File: src/rtl/prescaled_counter_pkg.sv
`default_nettype none
// ---------------------------------------------------------------------------
// prescaled_counter_pkg : shared defaults and limit-kind constants
// Revision 1.0
// ---------------------------------------------------------------------------
package prescaled_counter_pkg;

    localparam int DEFAULT_WIDTH         = 16;
    localparam int DEFAULT_PRESCALE_BITS = 1;

    // Values accepted by the SATURATE parameter
    localparam int WRAP  = 0;
    localparam int CLAMP = 1;

    localparam int DEFAULT_SATURATE = WRAP;

endpackage : prescaled_counter_pkg
`default_nettype wire

File: src/rtl/prescaler.sv
`default_nettype none
// ---------------------------------------------------------------------------
// prescaler : free-running enable divider, tick_en once per 2^PRESCALE_BITS
// Revision 1.0
// ---------------------------------------------------------------------------
module prescaler
    import prescaled_counter_pkg::*;
#(
    parameter int PRESCALE_BITS = DEFAULT_PRESCALE_BITS
) (
    input  logic clock,
    input  logic reset_,
    input  logic enable,
    input  logic clear,
    output logic tick_en
);

    generate
        if (PRESCALE_BITS == 0) begin : g_bypass
            assign tick_en = enable && !clear;
        end else begin : g_count
            logic [PRESCALE_BITS-1:0] r_count;

            always_ff @(posedge clock) begin
                if (reset_) begin
                    r_count <= '0;
                end else if (clear) begin
                    r_count <= '0;
                end else if (enable) begin
                    r_count <= r_count + 1'b1;
                end
            end

            // Event fires on the enabled cycle that rolls the count over
            assign tick_en = enable && !clear && (&r_count);
        end
    endgenerate

endmodule : prescaler
`default_nettype wire

File: src/rtl/prescaled_counter.sv
`default_nettype none
// ---------------------------------------------------------------------------
// prescaled_counter : up/down counter with prescaled stepping, wrap or clamp
// Revision 1.0
// ---------------------------------------------------------------------------
module prescaled_counter
    import prescaled_counter_pkg::*;
#(
    parameter int WIDTH         = DEFAULT_WIDTH,
    parameter int PRESCALE_BITS = DEFAULT_PRESCALE_BITS,
    parameter int SATURATE      = DEFAULT_SATURATE
) (
    input  logic             clock,
    input  logic             reset_,
    input  logic             enable,
    input  logic             up,
    input  logic [WIDTH-1:0] step,
    input  logic             load,
    input  logic [WIDTH-1:0] load_value,
    output logic [WIDTH-1:0] out,
    output logic             tick,
    output logic             limit
);

    logic             w_step_event;
    logic [WIDTH:0]   w_sum;
    logic             w_overflow;
    logic [WIDTH-1:0] w_next;

    prescaler #(
        .PRESCALE_BITS (PRESCALE_BITS)
    ) u_prescaler (
        .clock   (clock),
        .reset_  (reset_),
        .enable  (enable),
        .clear   (load),
        .tick_en (w_step_event)
    );

    // The extra MSB carries out on increment and goes high on borrow
    always_comb begin
        w_sum      = up ? ({1'b0, out} + {1'b0, step})
                        : ({1'b0, out} - {1'b0, step});
        w_overflow = w_sum[WIDTH];
        w_next     = w_sum[WIDTH-1:0];
        if (w_overflow && (SATURATE == CLAMP)) begin
            w_next = up ? {WIDTH{1'b1}} : {WIDTH{1'b0}};
        end
    end

    always_ff @(posedge clock) begin
        if (reset_) begin
            out   <= '0;
            tick  <= 1'b0;
            limit <= 1'b0;
        end else if (load) begin
            out   <= load_value;
            tick  <= 1'b0;
            limit <= 1'b0;
        end else if (w_step_event) begin
            out   <= w_next;
            tick  <= 1'b1;
            limit <= w_overflow;
        end else begin
            tick  <= 1'b0;
            limit <= 1'b0;
        end
    end

endmodule : prescaled_counter
`default_nettype wire

File: config.mk
export PLATFORM = sky130hd
export DESIGN_NAME = prescaled_counter
export DESIGN_NICKNAME = d
export VERILOG_FILES = /design/src/rtl/prescaled_counter_pkg.sv /design/src/rtl/prescaler.sv /design/src/rtl/prescaled_counter.sv
export SDC_FILE = /design/constraint.sdc
export NUM_CORES = 1
export LEC_CHECK = 0
export BUFFER_PORTS_ARGS = -buffer_cell sky130_fd_sc_hd__buf_2
export CAP_MARGIN = 0
export CORE_ASPECT_RATIO = 1.25
export CORE_MARGIN = 5
export CORE_UTILIZATION = 35
export DETAILED_ROUTE_END_ITERATION = 8
export MAX_ROUTING_LAYER = met4
export PLACE_DENSITY = 0.67
export SLEW_MARGIN = 20
export SYNTH_ARGS = -nofsm -noshare
export SYNTH_HDL_FRONTEND = slang
export SYNTH_SLANG_ARGS = --single-unit
File: constraint.sdc
create_clock -name clock -period 8.5 [get_ports clock]
set_input_delay 0.425 -clock clock [delete_from_list [all_inputs] [get_ports clock]]
set_output_delay 0.425 -clock clock [all_outputs]
set_load 0.1 [all_outputs]
After elaboration in Yosys (flattened, before gate mapping)

Index checks and enable logic that the tools add are counted.

Add/subtract/negate cells: 3
Multipliers: 0
Div/mod/pow operators: 0
Magnitude comparators: 0
Equal/unequal tests: 0
Shift-type cells: 0
Muxes and demuxes: 4
Bitwise logic cells: 1
Reduce and logical (&&, ||, !) cells: 6

Operator list:

| kind                               | count |
|---|---|
| two-way mux 16 bit                 | 2 |
| adder 16 x 16 -> 17 bit            | 1 |
| two-way mux 17 bit                 | 1 |
| subtractor 16 x 16 -> 17 bit       | 1 |
| OR reduction 3 bit                 | 1 |
| logical AND 1 bit                  | 2 |
| nonzero test 2 bit                 | 1 |
| OR reduction 2 bit                 | 1 |
| adder 1 bit, second input constant | 1 |
| logical NOT 1 bit                  | 1 |
| two-way mux 1 bit                  | 1 |
| NOT 1 bit                          | 1 |

Flip-flop bits (word level): 19
Latch bits: 0
RAM bits: 0
Bits in read-only memories: 0
Bits of input ports: 37
Output and inout bits: 18
Memories kept: 0

Longest topological paths before layout

Gate-level depths: netlist (run 1).

Depth in word-level cells: 5
Depth in mapped cells: 12

Hierarchy

A second synthesis (run 1) with hierarchy kept.

Cell total of the unflattened synthesis: 259
Area total of the unflattened synthesis: 1,983.2 µm²

By module, submodules not included:

| module            | times used | cells an instance | area an instance (µm²) | seq. area each (µm²) |
|---|---|---|---|---|
| prescaled_counter | 1          | 254               | 1,936.9                | 360.3 |
| prescaler         | 1          | 5                 | 46.3                   | 20.0 |

Worst setup path before layout (run 1)

Ideal clock, no wire load.

Path kind: input-to-reg
Start point: input port step[3]
End point: register out[15]
Library setup time: 116 ps
Data arrival time: 3,006 ps
Data required time: 8,384 ps
Path slack: 5,379 ps
Cell stages on the path: 10
Path buffers: 0
Cell sequence: or4_1 > nor4_2 > a21o_1 > a21oi_1 > xor2_1 > ha_1 > and4_1 > a221o_1 > or3_1 > a31o_1

Word-level cells in the longest chain between the ends: 4

RTL lines:

| item                                                                           | RTL line                                         | RTL |
|---|---|---|
| start, declared                                                                | prescaled_counter.sv:17                          | `input logic [WIDTH-1:0] step,` |
| subtractor 16 x 16 -> 17 bit / adder 16 x 16 -> 17 bit (equally long branches) | prescaled_counter.sv:43, prescaled_counter.sv:42 |  |
| two-way mux 17 bit (*)                                                         | prescaled_counter.sv:42                          | `w_sum = up ? ({1'b0, out} + {1'b0, step})` |
| two-way mux 16 bit (*)                                                         | prescaled_counter.sv:60                          | `end else if (w_step_event) begin` |
| two-way mux 16 bit (*)                                                         | prescaled_counter.sv:56                          | `end else if (load) begin` |
| end signal, assigned                                                           | prescaled_counter.sv:57                          | `out <= load_value;` |
| end signal, assigned                                                           | prescaled_counter.sv:61                          | `out <= w_next;` |
| end, declared                                                                  | prescaled_counter.sv:20                          | `output logic [WIDTH-1:0] out,` |

Every way passes the cells marked *; elsewhere a longest branch is shown, timed or not. The select of a mux whose other input is x is not followed.
A chain may end at the register's enable or synchronous reset.

Worst setup path after layout (run 1)

Ends and elaborated chain as after synthesis.

==> summary.txt, run 1 <==
GRT
  – First-pass GRT wire length: roughly 9.9 mm
  – Initial antenna violation count: 0
  – Total GRT Usage: between 10% and 20%
  – Vias in the first global route: roughly 2100
  – Largest net degree at the start of global routing: 41
  – Gr ovfl total: 0

STA
  – Worst Clk Skew: 0.008268 ns
  – Max-slew headroom: between 50 and 60%
  – Final setup fails: 0
  – FMAX: approximately 310 MHz
  – Hold_ws: 0.3966 ns
  – Worst Tran Pin Value: between 0.6 and 0.7 ns
  – Hold Fails Final Rpt: 0
  – Post-route minimum period: about 3.2 ns
  – Pins Over Slew Limit: 0
  – Crit share post-route: between 30% and 40%
  – Unrepaired setup endpoints after global routing: false
  – Setup TNS: 0 ns

Pwr
  – Pint: 0.1820 mW
  – Maximum vdd ir drop: ~0.091 mV
  – Clock power share: between 20% and 30%
  – PwrDens: approximately 140 mW/mm^2
  – Tot Pwr: approximately 0.33 mW
  – P_sw: around 0.15 mW
  – Leak pwr: ~1.1 nW
  – Logic pwr share: 49.8%
  – Sequential power share: a little under a third
  – Switching share of total power: a little under half

Placement
  – Cell Area, Placed: 0.002364 mm^2
  – Port bufs: 54
  – HPWL after detailed placement: approximately 4.7 mm
  – Final GP Congestion: between 0.8 and 0.9

Setup path
  – CP arrival: roughly 3.4 ns
  – Startpoint types: primary input
  – Worst Path Max Fanout: 4
  – Reg2Reg Setup Slack: around 6.2 ns
  – Worst Path Required: between 8 and 9 ns
  – Worst reg2reg path depth: 8
  – Max incr delay on CP: roughly 0.57 ns
  – CP endpoint kind: flop
  – CP max stage cell: or4_1
  – Worst r2r dst: out[8]$_SDFFE_PP0P_
  – CP Class: primary input to flop
  – Critical path, cell by cell: buf_2, or4_1, nor4_2, a21o_1, a21oi_1, xor2_1, ha_1, and4_1, a221o_1, or3_1, a31o_1
  – Critical register-to-register path startpoint: out[0]$_SDFFE_PP0P_

Clocking
  – Clock buffer depth: 2
  – Clk_lat worst skew: between 0.2 and 0.3 ns
  – CTS tree: yes
  – CTS buffer count: 3
  – Setup Fix Bufs, Post-CTS: 0
  – Hold_buf cts: 0
  – Reg clk slew, reported paths: 0.08 ns
  – CTS resizes: 0
  – Clock Sinks: 19
  – Htree depth: 1
  – Clk root buf: clkbuf_8

Layout
  – Commonest non-fill, non-tap cell in the layout: buf_2
  – Final #Nets: about 380
  – Fillcell total: between 600 and 700
  – Commonest cells after routing, fill and taps aside: 54 x buf_2, 36 x a21oi_1, 22 x nand2_1
  – N_diodes: 0
  – Post-route cell area: 0.002410 mm^2
  – Area growth from synthesis to layout: 17.15%
  – Layout cells sized above 1: between 20% and 30%

Synthesis
  – Async SR Flop Fraction: 0%
  – Syn Std Cell Area: between 0.002 and 0.0025 mm^2
  – Main synth FF type: dfxtp_1
  – Synthesized area per cell: 7.562 um^2
  – Mapped Nets: approximately 330
  – Synth cell types: 58
  – Syn Inst Count: 272
  – Number of synthesized flops with an enable pin: 0
  – Ys Warns: 0
  – Synth Register Bits: 19
  – Sequential cell area fraction in the yosys report: a little under a fifth

Routing
  – Via density: ~5.8
  – DRT Pass-1 Iters: 4
  – Routed Antenna Nets: 0
  – Routed len/inst: ~15 um
  – DRT iter0 DRCs: approximately 120
  – Routed vias: around 2200
  – DRC: 0
  – WL final: ~5.9 mm

Die
  – Die width: 78.57 um
  – Rows: 31
  – I/O pins: 55
  – Die area: 0.007520 mm^2
  – Initial Util: between 30% and 40%
  – Die H: 95.71 um
  – Core Region: between 0.005 and 0.006 mm^2

Job
  – Max Cap Viol: 0

Worst hold path
  – Worst Hold End: out[0]$_SDFFE_PP0P_
  – Hold_sp: load_value[0]
  – Worst hold path depth: 3
  – Worst hold path type: primary input to flop

Status
  – Outcome: completed
-- per-layer routing --
| metal | GRT usage, % | up-vias | routed length (um) | share of wire (%) |
|---|---|---|---|---|
| met1 | 18.57 | 1024 | 2399 | 41 |
| met5 | - | - | 0 | 0 |
| met2 | 30.67 | 56 | 3099 | 52 |
| li1 | - | 1116 | - | - |
| met3 | 2.996 | 12 | 292 | 4.9 |
| met4 | 4.810 | 0 | 127 | 2.1 |
-- critical path: cells and delay by family --
kind,cells,cell delay (ns)
buffers and inverters,1,0.12
AND/OR/NAND/NOR,4,1.39
AO/OA/AOI/OAI,4,0.85
adder cells (fa/ha/maj),1,0.33
XOR/XNOR,1,0.25
-- kinds of logic (layout without fill, tap and decap cells) --
kind of cell    after synthesis  count (layout)  synth area share [%]
fa+ha+maj                    20              20                 12.53
flops                        19              19                 18.49
mux                           4               4                 2.007
compound gates               90              90                 29.44
xor+xnor                     19              19                 8.090
buf+inv                      23              69                 4.258
simple gates                 97              97                 25.18
-- worst max-delay path by stage --
| stage | start | to | depth (start not counted) |
|---|---|---|---|
| after floorplan | step[3] | out[15]$_SDFFE_PP0P_ | 10 |
| after global placement | step[3] | out[15]$_SDFFE_PP0P_ | 11 |
| after detailed placement | step[3] | out[15]$_SDFFE_PP0P_ | 11 |
| after CTS | step[3] | out[15]$_SDFFE_PP0P_ | 11 |
| after global routing | step[3] | out[15]$_SDFFE_PP0P_ | 11 |
| final | step[3] | out[15]$_SDFFE_PP0P_ | 11 |
-- flip-flops by register name, indices dropped and copies added (netlist names) --
name                         cells
limit                            1
out                             16
tick                             1
u_prescaler.g_count.r_count      1
-- cell usage after synthesis, types with 3 or more instances --
cell type	number	area (um^2)
a21oi_1	36	180.2
nand2_1	22	82.58
nor2_1	20	75.07
dfxtp_1	19	380.4
ha_1	19	237.7
xor2_1	13	113.9
clkbuf_1	11	41.29
inv_1	10	37.54
nor3_1	10	50.05
a21o_1	7	52.55
nand3_1	7	35.03
or3_1	7	43.79
nand3b_1	6	45.04
xnor2_1	6	52.55
a211oi_1	5	37.54
nor2b_1	5	31.28
o211ai_1	5	37.54
o21ai_0	5	25.02
a31oi_1	4	25.02
o21a_1	4	30.03
and3_1	3	18.77
mux2i_1	3	30.03
nor3b_1	3	22.52
o21ai_1	3	15.01
-- power groups by stage --
stage | sequential, mW | clock [mW] | combinational, mW
3_3_place_gp | 0.102 | 0 | 0.163
4_1_cts | 0.0999 | 0.0684 | 0.165
3_5_place_dp | 0.102 | 0 | 0.164
6_report | 0.0998 | 0.0670 | 0.165
2_1_floorplan | 0.137 | 0 | 0.0900
5_1_grt | 0.101 | 0.0724 | 0.181
-- cell type report --
class                           instances  area [um^2]  area share [%]
Clock buffer                            3        41.29           1.713
Clock inverter                          1        5.005          0.2077
Inverter                               11        41.29           1.713
Multi-Input combinational cell        230         1589           65.94
Sequential cell                        19        380.4           15.78
Tap cell                               66        82.58           3.427
Timing Repair Buffer                   54        270.3           11.21
-- through the flow --
stage | instances | util (%) | setup slack [ns]
detailed placement | 380 | 41.17 | 5.007
floorplan | 272 | - | 5.379
CTS | 384 | 41.98 | 5.284
global placement | 380 | 41.17 | 4.997
finish | 384 | 41.98 | 5.294
global route | 384 | 41.98 | 5.112
Power figures use the tool's default switching activity.
==> run 2, diff against run 1 <==
--- a/config.mk
+++ b/config.mk
@@ -5,6 +5,7 @@
 export SDC_FILE = /design/constraint.sdc
 export NUM_CORES = 1
 export LEC_CHECK = 0
+export ABC_AREA = 1
 export BUFFER_PORTS_ARGS = -buffer_cell sky130_fd_sc_hd__buf_2
 export CAP_MARGIN = 0
 export CORE_ASPECT_RATIO = 1.25
@@ -12,7 +13,7 @@
 export CORE_UTILIZATION = 35
 export DETAILED_ROUTE_END_ITERATION = 8
 export MAX_ROUTING_LAYER = met4
-export PLACE_DENSITY = 0.67
+export PLACE_DENSITY = 0.69
 export SLEW_MARGIN = 20
 export SYNTH_ARGS = -nofsm -noshare
 export SYNTH_HDL_FRONTEND = slang
==> constraint.sdc (replaced) <==
create_clock -name clock -period 2.75 [get_ports clock]
set_input_delay 0.1375 -clock clock [delete_from_list [all_inputs] [get_ports clock]]
set_output_delay 0.1375 -clock clock [all_outputs]
set_load 0.1 [all_outputs]
==> run 2 against run 1 <==
Net effect: sequential power rose to 3.2 times the previous value; register-to-register slack worse by 5.5 ns; setup slack lost 4.7 ns; synthesized area grew 4.6%; global-route usage increased by 0.60 points; first-iteration DRC count shrank 18%; count of clock-buffer cells in the layout grew 1; cell count up 29%; non-clock buffer count stayed put; routed wire length increased by 4.6%; critical path type unchanged.
==> summary.txt, run 2 <==
Worst hold path
  – Worst hold path type: primary input to flop
  – Hold_sp: reset_
  – Worst hold path depth: 2 (-1)
  – Worst Hold End: out[13]$_SDFFE_PP0P_

STA
  – Crit share post-route: between 70 and 80%
  – Worst Clk Skew: 0.009287 ns (+0.001019 ns)
  – Unrepaired setup endpoints after global routing: false
  – Setup TNS: 0 ns (unchanged)
  – Pins Over Slew Limit: 0 (unchanged)
  – Post-route minimum period: between 2 and 2.5 ns
  – Worst Tran Pin Value: 0.6126 ns (-0.04221 ns)
  – FMAX: 464.8 MHz
  – Hold Fails Final Rpt: 0 (unchanged)
  – Max-slew headroom: 59.01% (+2.7 points)
  – Final setup fails: 0 (unchanged)

Clocking
  – CTS resizes: 0 (unchanged)
  – Clk root buf: clkbuf_8
  – Hold_buf cts: 0 (unchanged)
  – Clk_lat worst skew: 0.27 ns (about the same)
  – Clock buffer depth: 2 (unchanged)
  – Clock Sinks: 19 (unchanged)
  – Setup Fix Bufs, Post-CTS: 0 (unchanged)
  – CTS buffer count: 3 (unchanged)
  – Htree depth: 1 (unchanged)
  – CTS tree: yes
  – Reg clk slew, reported paths: 0.09 ns (about the same)

Synthesis
  – Top-count cell post-synth: nand2_1
  – Synth cell types: 40 (-31%)
  – Async SR Flop Fraction: 0% (unchanged)
  – Synthesized area per cell: 6.011 um^2 (-21%)
  – Ys Warns: 0 (unchanged)
  – Number of synthesized flops with an enable pin: 0 (unchanged)
  – Sequential cell area fraction in the yosys report: 17.67% (-0.82 points)
  – Main synth FF type: dfxtp_1
  – Synth top area cells: nand2_1 20%, dfxtp_1 18%, ha_1 11%, inv_1 9.6%, xor2_1 6.1%
  – Mapped Nets: 415 (+26%)
  – Synth Register Bits: 19 (unchanged)
  – Leading area contributor after synthesis: nand2_1
  – Syn Inst Count: 358 (+32%)
  – Top cell type's share of synthesized area: 19.88% (+1.4 points)
  – Syn Std Cell Area: 0.002152 mm^2 (+4.6%)
  – Top cells by count, synth: 114 x nand2_1, 55 x inv_1, 33 x nor2_1

Pwr
  – Sequential power share: 28.0% (-2.0 points)
  – Pint: 0.5762 mW (+220%)
  – Leak pwr: 1.456 nW (+34%)
  – Clock power share: 19.3% (-0.9 points)
  – Tot Pwr: 1.126 mW (+240%)
  – Maximum vdd ir drop: 0.2861 mV (+210%)
  – P_sw: 0.5497 mW (+270%)
  – Logic pwr share: 52.7% (+2.9 points)
  – PwrDens: 442.6 mW/mm^2 (+220%)
  – Switching share of total power: 48.83% (+3.6 points)

Routing
  – DRT iter0 DRCs: 98 (-18%)
  – WL final: 6.190 mm (+4.6%)
  – Routed len/inst: 12.48 um (-19%)
  – Routed Antenna Nets: 0 (unchanged)
  – DRT Pass-1 Iters: 4 (unchanged)
  – DRC: 0 (unchanged)
  – Routed vias: 2355 (+6.7%)
  – Via density: 4.748 (-17%)

GRT
  – First-pass GRT wire length: 10.75 mm (+8.2%)
  – Largest net degree at the start of global routing: 16 (-61%)
  – Initial antenna violation count: 0 (unchanged)
  – Vias in the first global route: 2364 (+10%)
  – Gr ovfl total: 0 (unchanged)
  – Total GRT Usage: 17.34% (+0.60 points)

Setup path
  – Max incr delay on CP: 0.37 ns (-0.20 ns)
  – Worst r2r dst: limit$_SDFF_PP0_
  – CP Class: primary input to flop
  – Worst Path Max Fanout: 6 (+2)
  – Critical Path Start: step[0]
  – Worst reg2reg path depth: 11 (+3)
  – Critical path, cell by cell: buf_2, inv_1, ha_1, nand3_2, nor2_2, nand2_1, o21ai_2, o21ai_1, xor2_1, ha_1, nand2_1, inv_1, nand2_1, nand2_1, a21oi_1, nand2_1, nand2_1, nand3_1, nand2_1, nand2_1
  – Worst Path Required: 2.92 ns (-5.75 ns)
  – CP arrival: 2.32 ns (-1.05 ns)
  – Startpoint types: primary input
  – CP endpoint kind: flop
  – Reg2Reg Setup Slack: 0.78 ns (-5.46 ns)
  – Top cell by count, worst path: nand2_1
  – Critical register-to-register path startpoint: out[0]$_SDFFE_PP0P_
  – CP max stage cell: ha_1

Layout
  – Layout cells sized above 1: 18.98% (-2.1 points)
  – Max reg flops: 16 (unchanged)
  – Area growth from synthesis to layout: 18.20%
  – Final #Nets: 469 (+25%)
  – N_diodes: 0 (unchanged)
  – Fillcell total: 695 (+13%)
  – FF/Latch Area: 380.4 um^2 (unchanged)
  – Largest Register: out
  – Commonest non-fill, non-tap cell in the layout: nand2_1
  – Multi-input logic area: 0.001520 mm^2 (-4.3%)
  – Commonest cells after routing, fill and taps aside: 114 x nand2_1, 55 x inv_1, 54 x buf_2

Die
  – Die width: 80.14 um (+2.0%)
  – Die H: 97.67 um (+2.0%)
  – Rows: 32 (+3.2%)
  – Core Region: 0.006086 mm^2 (+6.0%)
  – Die area: 0.007827 mm^2 (+4.1%)
  – Initial Util: 35.36% (-0.47 points)
  – I/O pins: 55 (unchanged)

Job
  – Max Cap Viol: 0 (unchanged)

Status
  – Outcome: completed

Placement
  – Final GP Congestion: 0.9174 (+4.1%)
  – Port bufs: 54 (unchanged)
  – HPWL after detailed placement: 5.084 mm (+8.0%)
-- run 2: layout make-up --
class / instances / area share [%]
tap: 85 / 4.181
inverter: 59 / 8.706
timing repair buffer: 54 / 10.62
multi-input combinational: 275 / 59.76
sequential: 19 / 14.95
clock buffer: 4 / 1.771
-- run 2: metal layers --
| layer | share of wire [%] | GRT usage (%) | wire (um) |
|---|---|---|---|
| met5 | 0 | - | 0 |
| met1 | 42 | 20.33 | 2629 |
| met2 | 50 | 30.61 | 3120 |
| met3 | 4.6 | 1.855 | 283 |
| met4 | 2.5 | 5.072 | 157 |
-- run 2: how the worst max path moves through the flow --
stage / cells past startpoint / slack, ns / endpoint
after detailed placement: 20 / 0.32 / out[15]$_SDFFE_PP0P_
final: 20 / 0.60 / out[15]$_SDFFE_PP0P_
after global routing: 20 / 0.22 / out[15]$_SDFFE_PP0P_
after global placement: 20 / 0.36 / out[15]$_SDFFE_PP0P_
after floorplan: 13 / 0.29 / out[10]$_SDFFE_PP0P_
after CTS: 20 / 0.60 / out[15]$_SDFFE_PP0P_
-- run 2: power groups by stage --
stage | logic (mW) | clock network, mW | registers (mW)
finish | 0.593 | 0.217 | 0.315
global route | 0.665 | 0.231 | 0.318
CTS | 0.594 | 0.222 | 0.316
detailed placement | 0.590 | 0 | 0.322
global placement | 0.585 | 0 | 0.322
floorplan | 0.324 | 0 | 0.457
-- run 2: cell families after synthesis --
logic type | after synthesis | share of synthesized area (%)
AND/OR/NAND/NOR | 192 | 38.66
AO/OA/AOI/OAI | 46 | 13.08
XOR/XNOR | 17 | 6.919
buffers and inverters | 64 | 11.69
adder cells (fa/ha/maj) | 20 | 11.98
flip-flops | 19 | 17.67
-- run 2: critical path: cells and delay by family --
| kind | cells | cell delay, ns |
|---|---|---|
| XOR/XNOR | 1 | 0.16 |
| adder cells (fa/ha/maj) | 2 | 0.55 |
| AND/OR/NAND/NOR | 11 | 0.85 |
| buffers and inverters | 3 | 0.23 |
| AO/OA/AOI/OAI | 3 | 0.42 |
-- run 2: per-stage QoR --
step	cells	setup WS [ns]	utilization (%)	instance area [um^2]	hold slack, ns
3_5_place_dp	492	0.3235	41.06	2499	0.3679
6_report	496	0.5985	41.80	2544	0.08838
2_1_floorplan	358	0.2917	-	2152	0.1999
5_1_grt	496	0.2178	41.80	2544	0.08760
3_3_place_gp	492	0.3554	41.06	2499	0.3571
4_1_cts	496	0.5995	41.80	2544	0.08145
